===== src/rtl/mul_div_unit.sv =====
// Iterative 32-bit MIPS multiply/divide unit with architectural HI/LO registers.
// 33 busy cycles per operation (32 iterations + sign fix); start while busy is ignored.
module mul_div_unit (
    input  logic        clk,
    input  logic        reset,
    input  logic        start,
    input  logic [1:0]  op,
    input  logic [31:0] in1,
    input  logic [31:0] in2,
    input  logic        mthi,
    input  logic        mtlo,
    input  logic [31:0] wdata,
    output logic        busy,
    output logic        done,
    output logic [31:0] hi,
    output logic [31:0] lo
);

    typedef enum logic [1:0] {IDLE, CALC, FIX} state_t;

    state_t      state;
    logic [4:0]  cnt;
    logic [63:0] acc;
    logic [31:0] opd;
    logic        is_div;
    logic        neg_res;
    logic        neg_rem;
    logic        div_zero;

    logic        signed_op;
    logic        start_div;
    logic [31:0] a_mag;
    logic [31:0] b_mag;
    logic [32:0] mul_sum;
    logic [63:0] mul_next;
    logic [32:0] div_rem33;
    logic        div_ok;
    logic [31:0] div_diff;
    logic [63:0] div_next;
    logic [63:0] prod_fix;
    logic [31:0] quot_fix;
    logic [31:0] rem_fix;

    // op[0] selects the unsigned variant, op[1] selects divide.
    assign signed_op = ~op[0];
    assign start_div = op[1];
    assign a_mag     = (signed_op && in1[31]) ? (~in1 + 32'd1) : in1;
    assign b_mag     = (signed_op && in2[31]) ? (~in2 + 32'd1) : in2;

    // Shift-add: multiplier lives in acc[31:0], partial product grows in acc[63:32].
    assign mul_sum  = {1'b0, acc[63:32]} + (acc[0] ? {1'b0, opd} : 33'd0);
    assign mul_next = {mul_sum, acc[31:1]};

    // Restoring divide: the shifted remainder needs 33 bits before the trial subtract.
    assign div_rem33 = {acc[63:32], acc[31]};
    assign div_ok    = (div_rem33 >= {1'b0, opd});
    assign div_diff  = div_rem33[31:0] - opd;
    assign div_next  = div_ok ? {div_diff, acc[30:0], 1'b1}
                              : {div_rem33[31:0], acc[30:0], 1'b0};

    assign prod_fix = neg_res ? (~acc + 64'd1) : acc;
    assign quot_fix = neg_res ? (~acc[31:0] + 32'd1) : acc[31:0];
    assign rem_fix  = neg_rem ? (~acc[63:32] + 32'd1) : acc[63:32];

    always_ff @(posedge clk) begin
        if (reset) begin
            state    <= IDLE;
            cnt      <= 5'd0;
            acc      <= 64'd0;
            opd      <= 32'd0;
            is_div   <= 1'b0;
            neg_res  <= 1'b0;
            neg_rem  <= 1'b0;
            div_zero <= 1'b0;
            busy     <= 1'b0;
            done     <= 1'b0;
            hi       <= 32'd0;
            lo       <= 32'd0;
        end else begin
            case (state)
                IDLE: begin
                    done <= 1'b0;
                    if (start) begin
                        is_div   <= start_div;
                        neg_res  <= signed_op && (in1[31] ^ in2[31]);
                        neg_rem  <= signed_op && in1[31];
                        div_zero <= start_div && (in2 == 32'd0);
                        acc      <= {32'd0, (start_div ? a_mag : b_mag)};
                        opd      <= start_div ? b_mag : a_mag;
                        cnt      <= 5'd0;
                        busy     <= 1'b1;
                        state    <= CALC;
                    end else begin
                        if (mthi) hi <= wdata;
                        if (mtlo) lo <= wdata;
                    end
                end
                CALC: begin
                    acc <= is_div ? div_next : mul_next;
                    cnt <= cnt + 5'd1;
                    if (cnt == 5'd31) state <= FIX;
                end
                FIX: begin
                    if (!is_div) begin
                        hi <= prod_fix[63:32];
                        lo <= prod_fix[31:0];
                    end else begin
                        // Divide by zero leaves the dividend in the remainder naturally.
                        hi <= rem_fix;
                        lo <= div_zero ? 32'hFFFF_FFFF : quot_fix;
                    end
                    done  <= 1'b1;
                    busy  <= 1'b0;
                    state <= IDLE;
                end
                default: state <= IDLE;
            endcase
        end
    end

endmodule

===== config.mk =====
export PLATFORM = sky130hd
export DESIGN_NAME = mul_div_unit
export DESIGN_NICKNAME = d
export VERILOG_FILES = /design/src/rtl/mul_div_unit.sv
export SDC_FILE = /design/constraint.sdc
export NUM_CORES = 1
export LEC_CHECK = 0
export ABC_AREA = 1
export BUFFER_PORTS_ARGS = -buffer_cell sky130_fd_sc_hd__buf_2
export CAP_MARGIN = 20
export CORE_MARGIN = 3
export CORE_UTILIZATION = 49
export DETAILED_ROUTE_END_ITERATION = 10
export PLACE_DENSITY = 0.7
export SYNTH_ARGS = -nofsm -noshare
export SYNTH_HDL_FRONTEND = slang
export SYNTH_SLANG_ARGS = --single-unit

===== constraint.sdc =====
create_clock -name clk -period 3.03 [get_ports clk]
set_clock_uncertainty 0.1 [all_clocks]
set_input_delay 0.606 -clock clk [delete_from_list [all_inputs] [get_ports clk]]
set_output_delay 0.606 -clock clk [all_outputs]
set_load 0.05 [all_outputs]

Word-level counts from Yosys, hierarchy flattened
Cells that the tools add are included.
{"block": "totals", "reg_bits": 173, "input_bits": 103, "output_inout_bits": 66, "elab_cells": 79}
{"block": "op_classes", "add_sub_neg": 8, "magnitude_cmp": 1, "n_eq_ne": 8, "muxes": 29, "bitwise": 7, "n_reduce_logical": 14}
{"op": "2-to-1 mux 32 bit", "count": 14}
{"op": "2-to-1 mux 64 bit", "count": 4}
{"op": "adder 32 x 1 -> 32 bit, second input constant", "count": 4}
{"op": "inverter 32 bit", "count": 4}
{"op": "one-hot mux 32 bit (2 select lines)", "count": 2}
{"op": "one-hot mux 64 bit (2 select lines)", "count": 1}
{"op": "adder 64 x 1 -> 64 bit, second input constant", "count": 1}
{"op": "inverter 64 bit", "count": 1}
{"op": "adder 32 x 32 -> 33 bit", "count": 1}
{"op": "greater-or-equal comparator 33 x 32 -> 1 bit", "count": 1}
{"op": "zero test 32 bit", "count": 1}
{"op": "subtractor 32 bit", "count": 1}
{"op": "!= test 2 bit, second input constant", "count": 5}
{"op": "one-hot mux 5 bit (2 select lines)", "count": 1}
{"op": "AND reduction 2 bit", "count": 4}
{"op": "AND reduction 3 bit", "count": 2}
{"op": "adder 5 x 1 -> 5 bit, second input constant", "count": 1}
{"op": "== test 5 bit, second input constant", "count": 1}
{"op": "2-to-1 mux 5 bit", "count": 1}
{"op": "logical AND 1 bit", "count": 4}
{"op": "2-to-1 mux 2 bit", "count": 2}
{"op": "one-hot mux 1 bit (2 select lines)", "count": 2}
{"op": "one-hot mux 2 bit (2 select lines)", "count": 1}
{"op": "nonzero test 2 bit", "count": 2}
{"op": "6 further kinds", "count": 6}

Depth between registers and ports, before layout
{"block": "depth", "word_depth": 6, "mapped_depth": 20, "ltp_nobuf": 18}

Worst setup path after synthesis
No wires, ideal clock.
{"block": "synth_timing", "path_kind": "reg2reg", "from": "reg acc[0]", "to": "reg acc[63]", "setup_ps": 70, "arrival_time_ps": 2404, "t_required_ps": 2860, "setup_slack_ps": 455, "stages_incl_launch_ff": 19, "n_path_buf": 2, "synth_period_minus_slack_ps": 2575, "path_cell_list": "dfxtp_1 > buf_2 > buf_1 > nand2_1 > inv_1 > ha_1 > inv_1 > fa_1 > o21ai_1 > inv_1 > o21ai_1 > nand3_1 > nand3_1 > nand2_1 > nand2_1 > nand2_1 > inv_1 > nand2_1 > a21oi_1"}
{"block": "synth_via", "elab_chain_len": 4}
{"element": "start, declared", "line_no": "23", "rtl": "logic [63:0] acc;"}
{"element": "start signal, assigned", "line_no": "88", "rtl": "acc <= {32'd0, (start_div ? a_mag : b_mag)};"}
{"element": "start signal, assigned", "line_no": "99", "rtl": "acc <= is_div ? div_next : mul_next;"}
{"element": "2-to-1 mux 32 bit", "line_no": "51", "rtl": "assign mul_sum = {1'b0, acc[63:32]} + (acc[0] ? {1'b0, opd} : 33'd0);"}
{"element": "adder 32 x 32 -> 33 bit", "line_no": "51"}
{"element": "2-to-1 mux 64 bit", "line_no": "99"}
{"element": "one-hot mux 64 bit (2 select lines)", "line_no": "80", "rtl": "case (state)"}
No other way between the ends.
A chain may end at the register's enable or synchronous reset.

Worst setup path after layout
Same ends and word-level chain as after synthesis.

==> results list <==
* Outcome: finished clean
- The floorplan step defined a die boundary enclosing 38,800 um2.
- Required time of the worst setup path: 3.32 ns
- Beginning of the critical path: acc[0]
- The worst register-to-register path begins at acc[0].
- Setup violations remaining at the end of the flow were counted as 0.
- Number of detailed-routing iterations run before antenna repair: 6
* Maximum Capacitance Violations: 0
* Area of combinational cells with multiple inputs: 12,200 um2
- Total length of routed wires: 80,600 um
- From synthesis to final layout, the design area changed by 13.7%.
* Cell count after placement: 3,849
* Kind of launch point of the worst setup path: flip-flop
- Of all flip-flops after synthesis, the portion carrying an async set or reset was 0.
* Count of pins over their slew limit: 0
- Number of cell rows: 69
- In this run the standard cell core region covers 35,700 um2.
* Most common cell after layout, fill and taps aside: sky130_fd_sc_hd__nand2_1
- Register area: 3470 um2
* 1st-iter DRT viols: 3,341
- Final Wtd Congestion: 1.13
* DRC violations left: 0
- After synthesis the cells add up to 17,900 um2.
- The layout has 3,826 filler cells.
* Final Non-Filler Cells: 3,883
- Summing over every cut layer, the via total after detailed routing is 23,200.
- Number of input and output port buffers inserted: 168
- Initial core utilization: 0.500
- Worst IR Drop VDD: 0.412 mV
* Max frequency: 347 MHz
- Adding up every negative setup slack in the final design gives 0 ns.
- Post-synth EDFFs: 0
- During synthesis, Yosys emitted a total of 0 warnings.
* Via-to-Cell Ratio: 5.98
* Most used flip-flop cell after synthesis: sky130_fd_sc_hd__dfxtp_1
- CTS max path bufs: 2
- After synthesis, the netlist uses 50 different library cells.
- Die Height: 197 um
- Along the worst path, the maximum fanout reaches 28.
- Clock latency at the later pin of the worst-skew pair: 0.46 ns
- In the post-route analysis, the smallest setup slack over all paths is 0.147 ns.
- TritonCTS sink count: 173
* Power Total: 9.00 mW
* Fin util: 0.569
- Area after DPL: 19,700 um2
- The number of global-route vias before repair was 20,500.
- Clock-pin slew was measured on the worst setup and hold paths at 0.08 ns.
- Data arrival time of the worst path: 3.17 ns
- Final instance area: 20,300 um2
- Clock buffers created by TritonCTS: 17
- Counting every instance in the synthesized netlist gives 3,236.
* Hpwl dp: 65,700 um
- The worst setup path is captured at a flip-flop.
- Hold slack: 0.325 ns
- Setup repair bufs after CTS: 0
- Critical path type: flip-flop to flip-flop
* Pin count of the biggest net entering global routing: 65
- Antenna violations before repair: 2
* Pre-CTS WS: 0.0494 ns
- The analysis attributes to cell leakage a power of 10.4 nW.
- CTS tree: built
- Each instance of the synthesized netlist takes up on average 5.53 um2.
- Pin placement for this block handled 169 I/O pins.
- Mapped Nets: 3,411
- Pwr dens: 443 nW/um2
- Number of hold-slack violations in the final timing report: 0
* Gr usage total: 0.398
- The library cells used most frequently in the layout, excluding fill and tap cells, are sky130_fd_sc_hd__nand2_1 (896), sky130_fd_sc_hd__inv_1 (447), sky130_fd_sc_hd__nand3_1 (319), sky130_fd_sc_hd__a21oi_1 (291), sky130_fd_sc_hd__nor2_1 (273).
* Average wire per standard cell: 20.8 um
- Library cell used as clock root buffer: sky130_fd_sc_hd__clkbuf_16
- Clock period minus worst slack: 2.88 ns
- Relative slew slack: 0.543
* Slew at the pin closest to its max-slew limit: 0.678 ns
* Number of nets with antenna violations after routing: 0
- The H-tree was split into 4 levels.
- Final net count: 3,582
- Sequential cell area fraction in the yosys report: 0.194
- From left edge to right edge, the die measures 197 um.
* Number of register bits inferred by synthesis: 173
- Final clock period utilization by the worst path: 0.952
* Hold wc startpoint: wdata[5]
- In the final layout, the share of cells above drive strength 1 is 0.112.
- Global routing finished with a remaining overflow of 0.
* Wire length of the first global-routing pass: 120,000 um
- The min-delay analysis places its worst path in the category input pin to flip-flop.
- Setup repair after global routing left no endpoint under its margin.
cell families (layout without fill, tap and decap cells):
family / count (synthesis) / after routing / share of synthesized area
simple gates: 1657 / 1657 / 0.395
compound gates: 675 / 675 / 0.202
buf+inv: 596 / 780 / 0.128
flops: 173 / 173 / 0.194
fa+ha+maj: 72 / 72 / 0.0512
xor+xnor: 63 / 63 / 0.0308
other cells: 0 / 2 / 0
layout make-up:
| class | count | area share |
|---|---|---|
| diodes | 2 | 0.000246 |
| repair buffers | 278 | 0.0856 |
| inverters | 470 | 0.0868 |
| flip-flops and latches | 173 | 0.170 |
| multi-input cells | 2467 | 0.598 |
| clock buffers | 17 | 0.0209 |
| clock inverters | 15 | 0.00929 |
| well taps | 461 | 0.0284 |
where the power goes:
group          switching, mW  internal [mW]  leakage (nW)
combinational           2.84           1.18          8.68
sequential             0.193           2.46          1.42
clock                   1.14           1.19         0.298
critical path, cell delays in order, from the launching register on:
cell and delay, ns:
sky130_fd_sc_hd__dfxtp_1 0.38, sky130_fd_sc_hd__buf_12 0.19, sky130_fd_sc_hd__nand2_1 0.07, sky130_fd_sc_hd__inv_1 0.08, sky130_fd_sc_hd__ha_1 0.49, sky130_fd_sc_hd__nand2_1 0.17
sky130_fd_sc_hd__nor2_1 0.14, sky130_fd_sc_hd__inv_1 0.08, sky130_fd_sc_hd__nor3_2 0.23, sky130_fd_sc_hd__o21ai_0 0.28, sky130_fd_sc_hd__nand3_1 0.17, sky130_fd_sc_hd__nand2_1 0.07
sky130_fd_sc_hd__nand2_1 0.07, sky130_fd_sc_hd__nand2_1 0.05, sky130_fd_sc_hd__inv_1 0.07, sky130_fd_sc_hd__nand2_1 0.05, sky130_fd_sc_hd__a21oi_1 0.11
routing by layer:
layer  part of all wire  GRT usage  wire, um
met5            0.00016          0        13
met2               0.41      0.586     32900
met3               0.13     0.0839     10100
met1               0.42      0.573     34000
met4              0.044      0.144      3540
flip-flops by register name, summed over array words and instances, names as in the netlist:
| signal | flops |
|---|---|
| done | 1 |
| opd | 32 |
| div_zero | 1 |
| is_div | 1 |
| cnt | 5 |
| state | 2 |
| acc | 64 |
| busy | 1 |
| lo | 32 |
| neg_rem | 1 |
| hi | 32 |
| neg_res | 1 |
worst paths after layout:
path | end | slack (ns) | cells past startpoint
min reg2reg | busy | 0.37 | 2
max | acc[63] | 0.15 | 16
max reg2reg | acc[63] | 0.15 | 16
min | lo[5] | 0.32 | 3
cell usage after synthesis (10+ instances only):
| master | n | area share |
|---|---|---|
| sky130_fd_sc_hd__a21oi_1 | 291 | 0.081 |
| sky130_fd_sc_hd__a31oi_1 | 23 | 0.0080 |
| sky130_fd_sc_hd__buf_1 | 10 | 0.0021 |
| sky130_fd_sc_hd__buf_2 | 20 | 0.0056 |
| sky130_fd_sc_hd__clkbuf_1 | 93 | 0.020 |
| sky130_fd_sc_hd__dfxtp_1 | 173 | 0.19 |
| sky130_fd_sc_hd__ha_1 | 70 | 0.049 |
| sky130_fd_sc_hd__inv_1 | 447 | 0.094 |
| sky130_fd_sc_hd__inv_2 | 19 | 0.0040 |
| sky130_fd_sc_hd__nand2_1 | 896 | 0.19 |
| sky130_fd_sc_hd__nand3_1 | 319 | 0.089 |
| sky130_fd_sc_hd__nand3b_1 | 13 | 0.0055 |
| sky130_fd_sc_hd__nand4_1 | 44 | 0.015 |
| sky130_fd_sc_hd__nor2_1 | 275 | 0.058 |
| sky130_fd_sc_hd__nor2_2 | 14 | 0.0049 |
| sky130_fd_sc_hd__nor3_1 | 47 | 0.013 |
| sky130_fd_sc_hd__o211ai_1 | 29 | 0.012 |
| sky130_fd_sc_hd__o21ai_0 | 255 | 0.071 |
| sky130_fd_sc_hd__o21ai_1 | 27 | 0.0076 |
| sky130_fd_sc_hd__o21bai_1 | 12 | 0.0050 |
| sky130_fd_sc_hd__or2_2 | 10 | 0.0035 |
| sky130_fd_sc_hd__xor2_1 | 56 | 0.027 |
what timing repair did:
action,4_1_cts,5_1_grt
gates resized for setup,0,6
endpoints found under the setup margin,0,9
hold buffers,0,0
No activity file was read; power rests on OpenSTA's default activity.
